<file path="config.mk">
export PLATFORM = sky130hd
export DESIGN_NAME = sisc_ctrl_fsm
export DESIGN_NICKNAME = d
export VERILOG_FILES = /design/src/rtl/sisc_ctrl_fsm.sv
export SDC_FILE = /design/constraint.sdc
export NUM_CORES = 1
export LEC_CHECK = 0
export BUFFER_PORTS_ARGS = -buffer_cell sky130_fd_sc_hd__clkbuf_2
export CAP_MARGIN = 10
export CORE_AREA = 2 2 39 41
export CTS_CLUSTER_SIZE = 16
export DETAILED_ROUTE_END_ITERATION = 16
export DIE_AREA = 0 0 41 43
export GPL_TIMING_DRIVEN = 0
export PLACE_DENSITY = 0.79
export SLEW_MARGIN = 20
export SYNTH_ARGS = -nofsm -noshare
export SYNTH_HDL_FRONTEND = slang
export SYNTH_SLANG_ARGS = --single-unit
export TNS_END_PERCENT = 50
</file>
<file path="constraint.sdc">
create_clock -name clk -period 2.7 [get_ports clk]
set_clock_uncertainty 0.05 [all_clocks]
set_input_delay 0.405 -clock clk [delete_from_list [all_inputs] [get_ports clk]]
set_output_delay 0.405 -clock clk [all_outputs]
set_load 0.05 [all_outputs]
</file>
<file path="src/rtl/sisc_ctrl_fsm.sv">
// SISC multi-cycle control unit.
// Sequences fetch/decode/execute/mem/writeback and drives datapath controls.
module sisc_ctrl_fsm #(
    parameter int OPW     = 4,
    parameter int MMW     = 4,
    parameter int ALUOPW  = 2,
    parameter int MEM_LAT = 1,
    parameter int AM_IMM  = 8
) (
    input  logic              clk,
    input  logic              rst,
    input  logic [OPW-1:0]    opcode,
    input  logic [MMW-1:0]    mm,
    input  logic [MMW-1:0]    stat,
    output logic              pc_write,
    output logic              pc_sel,
    output logic              br_sel,
    output logic              ir_load,
    output logic              rf_we,
    output logic              wb_sel,
    output logic [ALUOPW-1:0] alu_op,
    output logic              stat_en,
    output logic              rd_sel,
    output logic              dm_we,
    output logic              halted,
    output logic [2:0]        state
);

    localparam int CW = $clog2(MEM_LAT) + 1;
    localparam logic [CW-1:0] CNT_MAX = CW'(MEM_LAT - 1);

    localparam logic [OPW-1:0] OP_LOD = OPW'(1);
    localparam logic [OPW-1:0] OP_STR = OPW'(2);
    localparam logic [OPW-1:0] OP_BRA = OPW'(4);
    localparam logic [OPW-1:0] OP_BRR = OPW'(5);
    localparam logic [OPW-1:0] OP_BNE = OPW'(6);
    localparam logic [OPW-1:0] OP_BNR = OPW'(7);
    localparam logic [OPW-1:0] OP_ALU = OPW'(8);
    localparam logic [OPW-1:0] OP_HLT = OPW'(15);
    localparam logic [MMW-1:0] MM_IMM = MMW'(AM_IMM);

    typedef enum logic [2:0] {
        S_START   = 3'd0,
        S_FETCH   = 3'd1,
        S_DECODE  = 3'd2,
        S_EXECUTE = 3'd3,
        S_MEM     = 3'd4,
        S_WB      = 3'd5,
        S_HALT    = 3'd6
    } state_t;

    state_t        state_q, state_d;
    logic [CW-1:0] cnt_q, cnt_d;

    logic is_lod, is_str, is_alu, is_hlt;
    logic is_bra, is_brr, is_bne, is_bnr;
    logic is_ls, is_br, cond, taken, mem_done;

    // Instruction decode and branch condition evaluation
    always_comb begin
        is_lod   = (opcode == OP_LOD);
        is_str   = (opcode == OP_STR);
        is_alu   = (opcode == OP_ALU);
        is_hlt   = (opcode == OP_HLT);
        is_bra   = (opcode == OP_BRA);
        is_brr   = (opcode == OP_BRR);
        is_bne   = (opcode == OP_BNE);
        is_bnr   = (opcode == OP_BNR);
        is_ls    = is_lod | is_str;
        is_br    = is_bra | is_brr | is_bne | is_bnr;
        cond     = |(stat & mm);
        taken    = ((is_bra | is_brr) & cond) | ((is_bne | is_bnr) & ~cond);
        // Non-memory instructions spend exactly one cycle in MEM
        mem_done = ~is_ls | (cnt_q == CNT_MAX);
    end

    // State register and MEM cycle counter
    always_ff @(posedge clk or posedge rst) begin
        if (rst) begin
            state_q <= S_START;
            cnt_q   <= '0;
        end else begin
            state_q <= state_d;
            cnt_q   <= cnt_d;
        end
    end

    // Next-state logic and datapath control outputs
    always_comb begin
        state_d  = state_q;
        cnt_d    = cnt_q;
        pc_write = 1'b0;
        pc_sel   = 1'b0;
        br_sel   = 1'b0;
        ir_load  = 1'b0;
        rf_we    = 1'b0;
        wb_sel   = 1'b0;
        alu_op   = '0;
        stat_en  = 1'b0;
        rd_sel   = 1'b0;
        dm_we    = 1'b0;
        halted   = 1'b0;
        case (state_q)
            S_START: begin
                state_d = S_FETCH;
            end
            S_FETCH: begin
                ir_load  = 1'b1;
                pc_write = 1'b1;
                state_d  = S_DECODE;
            end
            S_DECODE: begin
                if (is_hlt) begin
                    state_d = S_HALT;
                end else if (is_br || !(is_ls || is_alu)) begin
                    state_d = S_FETCH;
                end else begin
                    state_d = S_EXECUTE;
                end
                if (taken) begin
                    pc_write = 1'b1;
                    pc_sel   = 1'b1;
                    br_sel   = is_brr | is_bnr;
                end
            end
            S_EXECUTE: begin
                alu_op[1] = is_ls;
                alu_op[0] = (is_alu & (mm == MM_IMM)) | is_ls;
                stat_en   = is_alu;
                rd_sel    = is_str;
                cnt_d     = '0;
                state_d   = S_MEM;
            end
            S_MEM: begin
                rd_sel = is_str;
                wb_sel = is_lod;
                dm_we  = is_str & mem_done;
                if (mem_done) begin
                    state_d = S_WB;
                end else begin
                    cnt_d = cnt_q + CW'(1);
                end
            end
            S_WB: begin
                rf_we   = is_alu | is_lod;
                wb_sel  = is_lod;
                state_d = S_FETCH;
            end
            S_HALT: begin
                halted = 1'b1;
            end
            default: begin
                state_d = S_START;
            end
        endcase
    end

    assign state = state_q;

endmodule
</file>
==> impl_metrics.py <==
metrics = {
    "drt": {
        "detailed_router_iteration_count_before_antenna_repair": 4,
        "post-route-drc-count": 0,
        "route.vias.total": 595,
        "met2WireLength_um": 678,
        "top_layer_used": "met3",
        "wl_met3_um": 101,
        "first_iter_violations": 6,
        "route.detailed.vias_per_inst": 5.31,
        "postRouteAntennaNets": 0,
        "routedWlPerCell_um": 12.0,
        "finalWirelength_um": 1350,
        "wl_met1_um": 569,
    },
    "logic_synthesis": {
        "synth-edff-count": 0,
        "syn-cell-area_um2": 479,
        "ys_ff_latch": 4,
        "post_synth.cell_area_avg_um2": 7.49,
        "synth-async-reset-ratio": 1.00,
        "syn-num-nets": 78,
        "synthFlopType": "sky130_fd_sc_hd__dfrtp_1",
        "netlist_instances": 64,
        "synth_sequential_area_ratio": 0.209,
        "syn_warnings": 0,
        "synth_cell_type_count": 36,
    },
    "cts": {
        "cts.repair.resized": 0,
        "cts_tree": "yes",
        "cts.path.max_buffers": 2,
        "path_clk_slew_ns": 0.04,
        "cts_buffers": 3,
        "worstSkewPairLatency_ns": 0.24,
        "clock_tree.htree_level_count": 1,
        "clock-sinks": 4,
        "cts_root_buffer": "sky130_fd_sc_hd__clkbuf_4",
    },
    "pwr": {
        "combinationalPowerShare": 0.698,
        "power.switching_mw": 0.336,
        "vdd_drop_max_v": 0.000482,
        "p_seq_frac": 0.175,
        "share_clk_of_total_power": 0.128,
        "netSwitchingFraction": 0.576,
        "power_leakage_nw": 0.340,
        "internal-power_mw": 0.247,
        "power_per_cell_area_nw_per_um2": 868,
        "power.total_mw": 0.583,
    },
    "grt": {
        "globalRoute.totalOverflow": 0,
        "grt_start_max_net_pins": 11,
        "grt_first_pass_wirelength_um": 2210,
        "groute.usage.overall": 0.180,
        "first_global_vias": 544,
        "antenna_found_initial": 0,
    },
    "sta": {
        "period_minus_slack_ns": 2.45,
        "period_share": 0.907,
        "grt_setup_unrepaired": "no",
        "worst_hold_slack_ns": 0.477,
        "setup_viol": 0,
        "fin_setup_tns_ns": 0,
        "max-slew-margin-rel": 0.691,
        "report.final.slew_viol_count": 0,
        "post-route-worst-setup-slack_ns": 0.252,
        "finalHoldViolations": 0,
        "achievable-frequency_mhz": 409,
        "worstMarginPinSlew_ns": 0.463,
    },
    "critical_path": {
        "crit_path_start_kind": "register",
        "cp_data_arrival_time_ns": 1.99,
        "cp_max_fo": 10,
        "critical_path_required_time_ns": 2.25,
        "critical_path.endpoint_type": "output pin",
        "critical_path_class": "register to output pin",
    },
    "layout": {
        "fin_util": 0.486,
        "ant_diodes": 0,
        "num-nets-final": 112,
        "drive_above_1_share": 0.385,
        "final_cell_area_um2": 672,
        "final_cells": 112,
        "area_delta_synth_final_pct": 40.2,
        "final_common_cell": "sky130_fd_sc_hd__clkbuf_2",
    },
    "die": {
        "die_area_um2": 1760,
        "core_area_um2": 1380,
        "std_cell_rows": 14,
        "floorplan.io_pins": 29,
        "die_h_um": 43,
        "die_w_um": 41,
        "start_util": 0.346,
    },
    "flow_run": {
        "number_of_max_capacitance_violations_reported": 0,
    },
    "outcome": {
        "run_status": "complete, no violations",
    },
    "placed_design": {
        "place_congestion": 0.837,
        "number_of_buffers_added_on_ports": 28,
        "preCtsSetupSlack_ns": 0.504,
        "placed_cells": 108,
        "placedInstanceArea_um2": 639,
        "hpwlAfterDp_um": 1020,
    },
    "hold_path": {
        "timing.hold.worst.class": "register to register",
    },
}
## cell type report
type | instances | area (µm²)
Fill cell | 144 | 712
Multi-Input combinational cell | 50 | 334
Timing Repair Buffer | 29 | 150
Sequential cell | 4 | 100
Buffer | 6 | 30.0
Clock buffer | 3 | 22.5
Tap cell | 16 | 20.0
Inverter | 4 | 15.0
## per-layer routing
metal | vias to the layer above | track usage
li1 | 309 | -
met1 | 261 | 0.238
met2 | 25 | 0.284
met3 | 0 | 0.0628
met4 | 0 | 0.0200
met5 | - | 0
## worst max-delay path: stages, from the launching register on
cell and delay, ns:
sky130_fd_sc_hd__dfrtp_1 0.38, sky130_fd_sc_hd__buf_6 0.14, sky130_fd_sc_hd__or3b_1 0.38, sky130_fd_sc_hd__a2111o_1 0.44, sky130_fd_sc_hd__a21boi_2 0.13, sky130_fd_sc_hd__clkbuf_2 0.28
## kinds of logic (layout without fill, tap and decap cells)
group / after synthesis / after routing / synth area share
buf+inv: 10 / 42 / 0.0940
simple gates: 32 / 32 / 0.392
flops: 4 / 4 / 0.209
compound gates: 15 / 15 / 0.251
xor+xnor: 3 / 3 / 0.0548
## synthesized netlist by cell type (2+ instances only)
| cell | count | area, µm² |
|---|---|---|
| sky130_fd_sc_hd__nand2_1 | 4 | 15.0 |
| sky130_fd_sc_hd__nor3_1 | 4 | 20.0 |
| sky130_fd_sc_hd__o21ai_0 | 2 | 10.0 |
| sky130_fd_sc_hd__nor2_1 | 4 | 15.0 |
| sky130_fd_sc_hd__nand2b_1 | 3 | 18.8 |
| sky130_fd_sc_hd__a22oi_1 | 2 | 15.0 |
| sky130_fd_sc_hd__a21oi_1 | 3 | 15.0 |
| sky130_fd_sc_hd__xnor2_1 | 2 | 17.5 |
| sky130_fd_sc_hd__clkbuf_1 | 4 | 15.0 |
| sky130_fd_sc_hd__nor4_1 | 3 | 18.8 |
| sky130_fd_sc_hd__dfrtp_1 | 4 | 100 |
| sky130_fd_sc_hd__inv_1 | 4 | 15.0 |
| sky130_fd_sc_hd__nor3b_1 | 2 | 15.0 |
## worst paths after layout
path                       startpoint  endpoint  slack [ns]  cells past startpoint
min in group asynchronous         rst  state[1]        0.55                      3
min                             cnt_q     cnt_q        0.48                      2
min reg2reg                     cnt_q     cnt_q        0.48                      2
max reg2reg                  state[1]  state[1]        1.35                      3
max                          state[2]    br_sel        0.25                      5
max in group asynchronous         rst  state[0]        1.90                      3
## state kept, by name, indices dropped and copies added, names as in the netlist
signal and count:
state 3, cnt_q 1
## what timing repair did
action | in CTS | in global routing
setup buffers | 0 | 0
endpoints found under the hold margin | 4 | 0
hold buffers | 1 | 0
## power groups by stage
stage	Clock, mW	Combinational, mW	Sequential (mW)
after global placement	0	0.401	0.104
after CTS	0.0783	0.407	0.102
after detailed placement	0	0.405	0.103
after floorplan	0	0.246	0.171
final	0.0745	0.407	0.102
after global routing	0.0869	0.438	0.105
Note: power is estimated with default switching activity, not from simulation.
